`config.mk`:
```
export PLATFORM = sky130hd
export DESIGN_NAME = multdiv_sequencer
export DESIGN_NICKNAME = d
export VERILOG_FILES = /design/src/rtl/multdiv_sequencer.sv
export SDC_FILE = /design/constraint.sdc
export NUM_CORES = 1
export LEC_CHECK = 0
export CAP_MARGIN = 15
export CORE_MARGIN = 2
export CORE_UTILIZATION = 50
export DETAILED_ROUTE_END_ITERATION = 6
export PLACE_DENSITY = 0.8
export SKIP_CTS_REPAIR_TIMING = 1
export SYNTH_ARGS = -nofsm -noshare
export SYNTH_HDL_FRONTEND = slang
export SYNTH_SLANG_ARGS = --single-unit
```
`constraint.sdc`:
```
create_clock -name clock -period 7.4 [get_ports clock]
set_input_delay 1.48 -clock clock [delete_from_list [all_inputs] [get_ports clock]]
set_output_delay 1.48 -clock clock [all_outputs]
set_load 0.03 [all_outputs]
```
`src/rtl/multdiv_sequencer.sv`:
```
// ============================================================================
// multdiv_sequencer : iterative signed 32-bit Booth multiply / restoring divide
//                     driving an external shared ALU, one add/sub per cycle.
// Revision 1.0
// ============================================================================
`default_nettype none

module multdiv_sequencer #(
   parameter int ITER = 32
) (
   input  logic        clock,
   input  logic        reset,
   input  logic [31:0] data_operandA,
   input  logic [31:0] data_operandB,
   input  logic        ctrl_MULT,
   input  logic        ctrl_DIV,
   output logic [31:0] data_result,
   output logic        data_exception,
   output logic        data_resultRDY,
   output logic        busy,
   output logic [31:0] alu_operandA,
   output logic [31:0] alu_operandB,
   output logic [4:0]  alu_opcode,
   output logic [4:0]  alu_shamt,
   input  logic [31:0] alu_result
);

   localparam logic [1:0] S_IDLE = 2'd0;
   localparam logic [1:0] S_RUN  = 2'd1;
   localparam logic [1:0] S_FIX  = 2'd2;

   localparam logic [4:0] OP_ADD = 5'd0;
   localparam logic [4:0] OP_SUB = 5'd1;

   localparam int                CNT_W    = $clog2(ITER);
   localparam logic [CNT_W-1:0]  CNT_LAST = CNT_W'(ITER - 1);

   logic [1:0]       state_q, state_d;
   logic [CNT_W-1:0] cnt_q, cnt_d;
   logic             div_q, div_d;
   logic             neg_q, neg_d;
   logic [31:0]      p_q, p_d;      // Booth P / divider remainder R
   logic [31:0]      q_q, q_d;      // Booth Q / divider quotient Qd
   logic             qm1_q, qm1_d;
   logic [31:0]      m_q, m_d;      // multiplicand M / divisor magnitude D
   logic [31:0]      result_q, result_d;
   logic             exc_q, exc_d;
   logic             rdy_q, rdy_d;

   logic        start;
   logic        start_div;
   logic [31:0] a_mag;
   logic [31:0] b_mag;
   logic [1:0]  booth_bits;
   logic        booth_add;
   logic        booth_sub;
   logic [31:0] p_new;
   logic        p_ovf;
   logic        p_sign;
   logic [31:0] r_sh;
   logic        borrow;

   assign start      = ctrl_MULT | ctrl_DIV;
   assign start_div  = ctrl_DIV & ~ctrl_MULT;
   assign a_mag      = data_operandA[31] ? -data_operandA : data_operandA;
   assign b_mag      = data_operandB[31] ? -data_operandB : data_operandB;

   assign booth_bits = {q_q[0], qm1_q};
   assign booth_add  = (booth_bits == 2'b01);
   assign booth_sub  = (booth_bits == 2'b10);
   assign p_new      = (booth_add | booth_sub) ? alu_result : p_q;

   // P can transiently need a 33rd bit (e.g. M = -2^31); recover the true
   // sign from ALU overflow so the arithmetic shift stays exact.
   assign p_ovf  = (booth_add & (p_q[31] == m_q[31]) & (alu_result[31] != p_q[31])) |
                   (booth_sub & (p_q[31] != m_q[31]) & (alu_result[31] != p_q[31]));
   assign p_sign = p_new[31] ^ p_ovf;

   assign r_sh   = {p_q[30:0], q_q[31]};
   assign borrow = (~r_sh[31] & m_q[31]) |
                   (~(r_sh[31] ^ m_q[31]) & alu_result[31]);

   // ---------------------------------------------------------------- state
   always_ff @(posedge clock) begin
      if (reset) begin
         state_q  <= S_IDLE;
         cnt_q    <= '0;
         div_q    <= 1'b0;
         neg_q    <= 1'b0;
         p_q      <= '0;
         q_q      <= '0;
         qm1_q    <= 1'b0;
         m_q      <= '0;
         result_q <= '0;
         exc_q    <= 1'b0;
         rdy_q    <= 1'b0;
      end else begin
         state_q  <= state_d;
         cnt_q    <= cnt_d;
         div_q    <= div_d;
         neg_q    <= neg_d;
         p_q      <= p_d;
         q_q      <= q_d;
         qm1_q    <= qm1_d;
         m_q      <= m_d;
         result_q <= result_d;
         exc_q    <= exc_d;
         rdy_q    <= rdy_d;
      end
   end

   // ----------------------------------------------------------- next state
   always_comb begin
      state_d  = state_q;
      cnt_d    = cnt_q;
      div_d    = div_q;
      neg_d    = neg_q;
      p_d      = p_q;
      q_d      = q_q;
      qm1_d    = qm1_q;
      m_d      = m_q;
      result_d = result_q;
      exc_d    = exc_q;
      rdy_d    = 1'b0;

      if (start) begin
         state_d = S_RUN;
         cnt_d   = '0;
         div_d   = start_div;
         p_d     = '0;
         qm1_d   = 1'b0;
         if (start_div) begin
            q_d   = a_mag;
            m_d   = b_mag;
            neg_d = data_operandA[31] ^ data_operandB[31];
         end else begin
            q_d   = data_operandB;
            m_d   = data_operandA;
            neg_d = 1'b0;
         end
      end else begin
         case (state_q)
            S_RUN: begin
               cnt_d = cnt_q + 1'b1;
               if (cnt_q == CNT_LAST) begin
                  state_d = S_FIX;
               end
               if (div_q) begin
                  p_d = borrow ? r_sh : alu_result;
                  q_d = {q_q[30:0], ~borrow};
               end else begin
                  p_d   = {p_sign, p_new[31:1]};
                  q_d   = {p_new[0], q_q[31:1]};
                  qm1_d = q_q[0];
               end
            end
            S_FIX: begin
               state_d = S_IDLE;
               rdy_d   = 1'b1;
               if (div_q) begin
                  if (m_q == 32'd0) begin
                     result_d = 32'd0;
                     exc_d    = 1'b1;
                  end else begin
                     result_d = neg_q ? -q_q : q_q;
                     // A positive quotient of magnitude 2^31 only arises from -2^31 / -1.
                     exc_d    = q_q[31] & ~neg_q;
                  end
               end else begin
                  result_d = q_q;
                  exc_d    = ~((&{p_q, q_q[31]}) | ~(|{p_q, q_q[31]}));
               end
            end
            default: begin
               state_d = S_IDLE;
            end
         endcase
      end
   end

   // -------------------------------------------------------------- outputs
   always_comb begin
      alu_operandA = '0;
      alu_operandB = '0;
      alu_opcode   = OP_ADD;
      if (state_q == S_RUN) begin
         alu_operandB = m_q;
         if (div_q) begin
            alu_operandA = r_sh;
            alu_opcode   = OP_SUB;
         end else begin
            alu_operandA = p_q;
            alu_opcode   = booth_sub ? OP_SUB : OP_ADD;
         end
      end
   end

   assign alu_shamt      = 5'd0;
   assign busy           = (state_q != S_IDLE);
   assign data_result    = result_q;
   assign data_exception = exc_q;
   assign data_resultRDY = rdy_q;

endmodule

`default_nettype wire

```
# Yosys cells after proc, flatten, opt, wreduce, memory -nomap -nowiden
# Index checks and enable logic that the tools add are counted.
[word_totals] reg_bits=140 latch_bits=0 ram_bits=0 mem_bits_ro=0 input_bits=100 out_inout_bits=109 word_cells=86 mem_count=0
[classes] add_sub_neg=4 mul=0 n_div=0 magnitude_cmp=0 eq_ne=9 shifts=0 muxes=26 n_bitwise=26 n_reduce_logical=9
[op_table] operator="$mux 32" n=16
[op_table] operator="$neg 32->32" n=3
[op_table] operator="$reduce_and 33->1" n=1
[op_table] operator="$reduce_or 33->1" n=1
[op_table] operator="$logic_not 32->1" n=1
[op_table] operator="$mux 1" n=10
[op_table] operator="$not 1->1" n=10
[op_table] operator="$and 1x1->1" n=8
[op_table] operator="$add 5x1->5 const B" n=1
[op_table] operator="$eq 5x5->1 const B" n=1
[op_table] operator="$or 1x1->1" n=5
[op_table] operator="$eq 2x1->1 const B" n=2
[op_table] operator="$eq 2x2->1 const B" n=2
[op_table] operator="$reduce_and 2->1" n=2
[op_table] operator="$reduce_bool 2->1" n=2
[op_table] operator="$ne 3x3->1 const B" n=1
[op_table] operator="$reduce_or 3->1" n=1
[op_table] operator="$xor 1x1->1" n=3
[op_table] operator="$ne 1x1->1" n=2
[op_table] operator="$reduce_or 2->1" n=1
[op_table] operator="$eq 1x1->1" n=1

# Logic depth before layout (Yosys ltp)
# Gate-level depths: netlist (run 1).
[logic_depth] depth_word=8 mapped_depth=9 depth_no_buf=7

# Worst setup path before layout (run 1)
# No wires, ideal clock.
[synth_timing] path_type="reg2out" startpoint="register div_q" endpoint="output alu_operandA[24]" arrival_ps=2279 t_required_ps=5920 setup_slack_ps=3641 stages_incl_launch_ff=8 n_path_buf=5 path_cell_list="dfxtp_1 buf_2 clkbuf_1 buf_1 clkbuf_1 buf_1 mux2i_1 nor2_1"
[synth_via] elab_chain_len=2
[synth_rtl] element="from (decl)" line="40" source="logic div_q, div_d;"
[synth_rtl] element="from (signal assigned)" line="100" source="div_q <= div_d;"
[synth_rtl] element="$mux 32" line="188" source="if (div_q) begin"
[synth_rtl] element="$mux 32" line="186" source="if (state_q == S_RUN) begin"
[synth_rtl] element="to (decl)" line="21" source="output logic [31:0] alu_operandA,"
# No other way between the ends.

# Worst setup path in the final report (run 1)
[layout_timing] startpoint="register div_q" endpoint="output alu_operandA[31]"
# The elaborated chain is that of the path after synthesis.

==> metrics.csv, run 1 <==
metric;value;unit
crit_chain;buf_4 -> mux2i_1 -> nor2_1 -> clkdlybuf4s50_1;
drt-pass1-iter-count;6;
r2r_start;q_q[0];
yosys_most_used_dff;dfxtp_1;
netlist_instances;1371;
rsz0062_at_grt;false;
wire_per_inst;19.4;um
track_usage;0.300;
synth_edf_count;0;
rows;52;
io_buffers;199;
slew_headroom;0.249;
dp_hpwl;23400;um
critPathArrivalTime;2940;ps
power_switching_share;0.298;
cts_tree;built;
finalSetupTns;0;ps
placed_area;12400;um^2
rrSetupSlack;4260;ps
slowest_delay;890;ps
drc;0;
io_pins;209;
yosys_warnings;0;
grt.overflow.total;0;
clock_latency;440;ps
hold_path.startpoint;cnt_q[4];
synth.distinct_cells;75;
cap_violations;0;
worstMarginPinSlew;1130;ps
n_antenna_cell;0;
clk_pin_slew;60;ps
end_kind;output port;
grt_pass1_wl;54200;um
antenna_found_initial;0;
required;5920;ps
num_vias;11400;
wl;34100;um
peakVddDrop;0.150;mV
via_per_inst;6.46;
timing.fmax;0.226;GHz
drive_above_1_share;0.0598;
worstReg2RegEnd;q_q[31];
r2r_cells;7;
power.leakage;4.47;nW
pwr-share-seq;0.371;
nNetsFinal;1584;
clock_path_buffers;2;
synth_seq_cells;140;
ys_async_sr_fraction;0;
numClockSinks;140;
fp.dieW;149;um
fin_crit_sh;0.597;
cts_buffers;17;
grt_pass1_vias;10300;
power.switching;0.000678;W
crit_fanout;72;
grt_max_degree;87;
outcome;completed;
core-area;20400;um^2
whs_path_depth;2;
gp_congestion;0.918;
hp-class;reg2reg;
min_to;cnt_q[4];
setup_viol_count_final;0;
crit_path_start_kind;flip-flop;
stdcell_area;13000;um^2
min_period;4420;ps
finClkSkew;11.0;ps
die_area;22100;um^2
powerDensity;175;nW/um^2
report.final.slew_viol_count;0;
ys_seq_area_frac;0.268;
clockRootBuffer;clkbuf_16;
first_iter_violations;1572;
intPower;0.00160;W
syn_area;10500;um^2
htree_levels;4;
crit_slowest_cell;dfxtp_4;
ant_nets;0;
clockPowerShare;0.419;
final_hold_viol_count;0;
start_util;0.514;
finalPower;0.00228;W
die_y;149;um
syn_to_final_growth;24.6;%
fill_cells;1725;
setup.worst_path.start;div_q;
power_frac_comb;0.209;
avgSynthCellArea;7.64;um^2
critPathKind;reg2out;
==> cells by family (layout without fill, tap and decap cells) <==
group / Yosys count / in the layout / share of synthesized area
buffers and inverters: 163 / 273 / 0.0638
XOR/XNOR: 62 / 62 / 0.0519
other: 1 / 9 / 0.000358
flip-flops: 140 / 140 / 0.268
multiplexers: 92 / 92 / 0.0886
adder cells (fa/ha/maj): 8 / 8 / 0.00956
AO/OA/AOI/OAI: 419 / 419 / 0.278
AND/OR/NAND/NOR: 486 / 486 / 0.240
==> worst max path at each step <==
stage	to	slack, ps	cells after the start
after floorplan	alu_operandA[24]	3640	7
final	alu_operandA[31]	2980	4
after global placement	data_result[15]	3000	8
after CTS	alu_operandA[31]	3020	4
after detailed placement	data_result[14]	2890	8
after global routing	alu_operandA[29]	2860	4
==> layout make-up <==
type | instances | area, um^2 | share of cell area
well taps | 270 | 338 | 0.0259
clock inverters | 11 | 189 | 0.0145
clock buffers | 21 | 460 | 0.0353
inverters | 27 | 101 | 0.00777
flip-flops and latches | 140 | 2810 | 0.215
multi-input cells | 1076 | 7060 | 0.541
repair buffers | 214 | 2090 | 0.160
==> critical path, delay by kind of cell, from the launching register on <==
kind                   cells  cell delay (ps)
multiplexers               1              140
flip-flops                 1              890
buffers and inverters      2             1270
AND/OR/NAND/NOR            1              170
==> layer usage <==
metal / vias to the layer above / wire, um / global-route usage
li1: 5304 / - / -
met1: 5236 / 14700 / 0.439
met2: 754 / 14700 / 0.441
met3: 68 / 3990 / 0.0552
met4: 0 / 744 / 0.101
met5: - / 0 / 0
==> power by group through the flow <==
| stage | Sequential (W) | Clock [W] | Combinational, W |
|---|---|---|---|
| 6_report | 0.000846 | 0.000955 | 0.000477 |
| 5_1_grt | 0.000850 | 0.000989 | 0.000514 |
| 4_1_cts | 0.000843 | 0.000958 | 0.000468 |
| 3_5_place_dp | 0.000859 | 0 | 0.000463 |
| 3_3_place_gp | 0.000858 | 0 | 0.000456 |
| 2_1_floorplan | 0.000827 | 0 | 0.000323 |
==> through the flow <==
| stage | std cells | hold slack [ps] | worst slack [ps] | util |
|---|---|---|---|---|
| final | 1759 | 468 | 2980 | 0.641 |
| after global routing | 1759 | 497 | 2860 | 0.641 |
| after CTS | 1759 | 470 | 3020 | 0.641 |
| after detailed placement | 1727 | 461 | 2890 | 0.609 |
| after global placement | 1727 | 446 | 3000 | 0.609 |
| after floorplan | 1379 | 441 | 3640 | - |
==> Yosys cell counts (all sizes together) (10+ instances only) <==
master  number  share of area
a22oi       17          0.012
xor2        46          0.038
dfxtp      140           0.27
clkbuf     106          0.038
nand2       70          0.025
o221ai      14          0.012
a211oi      98          0.070
nand2b      14         0.0084
o31ai       32          0.024
nand3       33          0.016
and2        33          0.020
xnor2       16          0.013
nor4        26          0.016
nor2       157          0.056
inv         26         0.0093
or4         15          0.011
nor3        20         0.0096
o211ai      10         0.0072
o21ai       68          0.033
a31oi       13         0.0078
a21oi       85          0.041
nand4       18          0.011
or3         17          0.010
mux2i       87          0.083
nor2b       45          0.027
o41ai       21          0.020
buf         30          0.016
==> placed cells by master (no fill, tap or decap), types with 44 or more instances in the layout <==
master	Yosys	routed
clkdlybuf4s50_1	0	196
a21oi_1	85	84
xor2_1	46	46
nor2b_1	45	44
mux2i_1	87	87
nor2_1	157	157
dfxtp_1	140	139
a211oi_1	98	98
nand2_1	70	70
o21ai_0	68	68
==> flip-flops by register name, summed over array words and instances (netlist names) <==
register and count:
cnt_q 5, data_exception 1, data_result 32, data_resultRDY 1, div_q 1, m_q 32, neg_q 1, p_q 32
q_q 32, qm1_q 1, state_q 2
Note: power is estimated with default switching activity, not from simulation.
==> inputs of run 2 (changes only) <==
--- a/config.mk
+++ b/config.mk
@@ -7,7 +7,7 @@
 export LEC_CHECK = 0
 export CAP_MARGIN = 15
 export CORE_MARGIN = 2
-export CORE_UTILIZATION = 50
+export CORE_UTILIZATION = 48
 export DETAILED_ROUTE_END_ITERATION = 6
 export PLACE_DENSITY = 0.8
 export SKIP_CTS_REPAIR_TIMING = 1
==> constraint.sdc (replaced) <==
create_clock -name clock -period 3.95 [get_ports clock]
set_input_delay 0.79 -clock clock [delete_from_list [all_inputs] [get_ports clock]]
set_output_delay 0.79 -clock clock [all_outputs]
set_load 0.03 [all_outputs]
==> metrics.csv, run 2 (same netlist as run 1, synthesis figures left out) <==
metric;value;unit
setup.worst_path.start;state_q[0];
htree_levels;4;
antenna_found_initial;0;
clk_pin_slew;60;ps
r2r_start;m_q[0];
crit_cells;3;
cpLargestDelayFamily;simple AND/OR/NAND/NOR gates;
crit_path_start_kind;flip-flop;
cap_violations;0;
numClockSinks;140;
num_vias;11400;
dp_hpwl;24300;um
crit_slowest_cell;nor2b_4;
crit_chain;nor2b_4 -> and2_1 -> clkdlybuf4s50_1;
intPower;0.00295;W
cts_buffers;17;
critPathCapture;alu_operandB[16];
finClkSkew;8.92;ps
clock_latency;430;ps
drive_above_1_share;0.0692;
core-area;21600;um^2
wl;35000;um
finalSetupTns;0;ps
clockPowerShare;0.410;
ant_nets;0;
rows;54;
min_period;3290;ps
r2r_cells;6;
setup_viol_count_final;0;
clock_path_buffers;2;
first_iter_violations;1465;
io_pins;209;
nNetsFinal;1599;
finalPower;0.00424;W
crit_fanout;38;
final_common_cell;clkdlybuf4s50_1;
start_util;0.484;
slowest_delay;710;ps
clockRootBuffer;clkbuf_16;
drc;0;
post-route-util;0.609;
report.final.slew_viol_count;0;
stdcell_area;13200;um^2
track_usage;0.297;
die_area;23000;um^2
critical_path_buf_inv_count;1;
worstMarginPinSlew;884;ps
fill_cells;1892;
pwr-share-seq;0.371;
powerDensity;322;nW/um^2
rsz0062_at_grt;false;
cts_tree;built;
slew_headroom;0.411;
n_antenna_cell;0;
worstReg2RegEnd;data_result[26];
peakVddDrop;0.274;mV
fin_crit_sh;0.834;
rrSetupSlack;1190;ps
end_kind;output port;
grt_pass1_vias;10200;
die_y;152;um
gp_congestion;0.912;
grt_pass1_wl;54900;um
fp.dieW;152;um
io_buffers;199;
placed_area;12500;um^2
grt_max_degree;76;
final_hold_viol_count;0;
syn_to_final_growth;25.8;%
drt-pass1-iter-count;6;
power_switching_share;0.304;
hp-class;reg2reg;
power.leakage;4.54;nW
layout_common_cells;clkdlybuf4s50_1 (196), nor2_1 (157), dfxtp_1 (139), a211oi_1 (98), mux2i_1 (87);
timing.fmax;0.304;GHz
required;3160;ps
critPathKind;reg2out;
power.switching;0.00129;W
wire_per_inst;19.6;um
critPathArrivalTime;2500;ps
grt.overflow.total;0;
via_per_inst;6.37;
power_frac_comb;0.219;
outcome;completed;
==> run 2: changes by cell type in the layout (fill, tap and decap cells not counted), sizes merged <==
| cell | previous run | this run |
|---|---|---|
| buf | 18 | 33 |
| clkinv | 3 | 6 |
| bufinv | 5 | 4 |
| clkbuf | 21 | 20 |
| clkinvlp | 3 | 2 |
| inv | 27 | 26 |
==> run 2: power groups by stage <==
stage	logic (W)	clock network, W	registers, W
after detailed placement	0.000904	0	0.00160
after global routing	0.00100	0.00180	0.00158
after floorplan	0.000606	0	0.00155
final	0.000929	0.00174	0.00157
after CTS	0.000913	0.00173	0.00157
after global placement	0.000893	0	0.00160
==> run 2: tightest hold or removal path, delay by kind of cell, from the launching register on <==
family	cells	cell delay [ps]
simple gates	1	50
compound gates	1	60
flops	1	310
==> run 2: cell type report <==
type,count,area (um^2),area share
clock buffer,20,457,0.0347
sequential,140,2810,0.213
multi-input combinational,1076,7060,0.536
inverter,27,101,0.00769
tap,280,350,0.0266
timing repair buffer,229,2230,0.169
clock inverter,11,168,0.0127
==> run 2: how the worst min path moves through the flow <==
stage,startpoint,end,depth (start not counted),slack (ps)
2_1_floorplan,cnt_q[4],cnt_q[4],2,440
3_3_place_gp,cnt_q[4],cnt_q[4],2,450
3_5_place_dp,cnt_q[4],cnt_q[4],2,460
4_1_cts,cnt_q[4],cnt_q[4],2,470
5_1_grt,cnt_q[4],cnt_q[4],2,510
6_report,cnt_q[4],cnt_q[4],2,470
==> run 2: layer usage <==
layer | up-vias | track usage | routed length, um
met5 | - | 0 | 0
met4 | 0 | 0.104 | 834
met3 | 61 | 0.0503 | 3400
met2 | 640 | 0.433 | 15300
met1 | 5307 | 0.439 | 15500
li1 | 5345 | - | -
==> run 2: metrics by stage <==
stage                     hold WS, ps  instances  setup WS, ps
final                             472       1783           657
after global routing              506       1783           532
after CTS                         471       1783           628
after detailed placement          463       1752           402
after global placement            446       1752           468
after floorplan                   441       1379           881
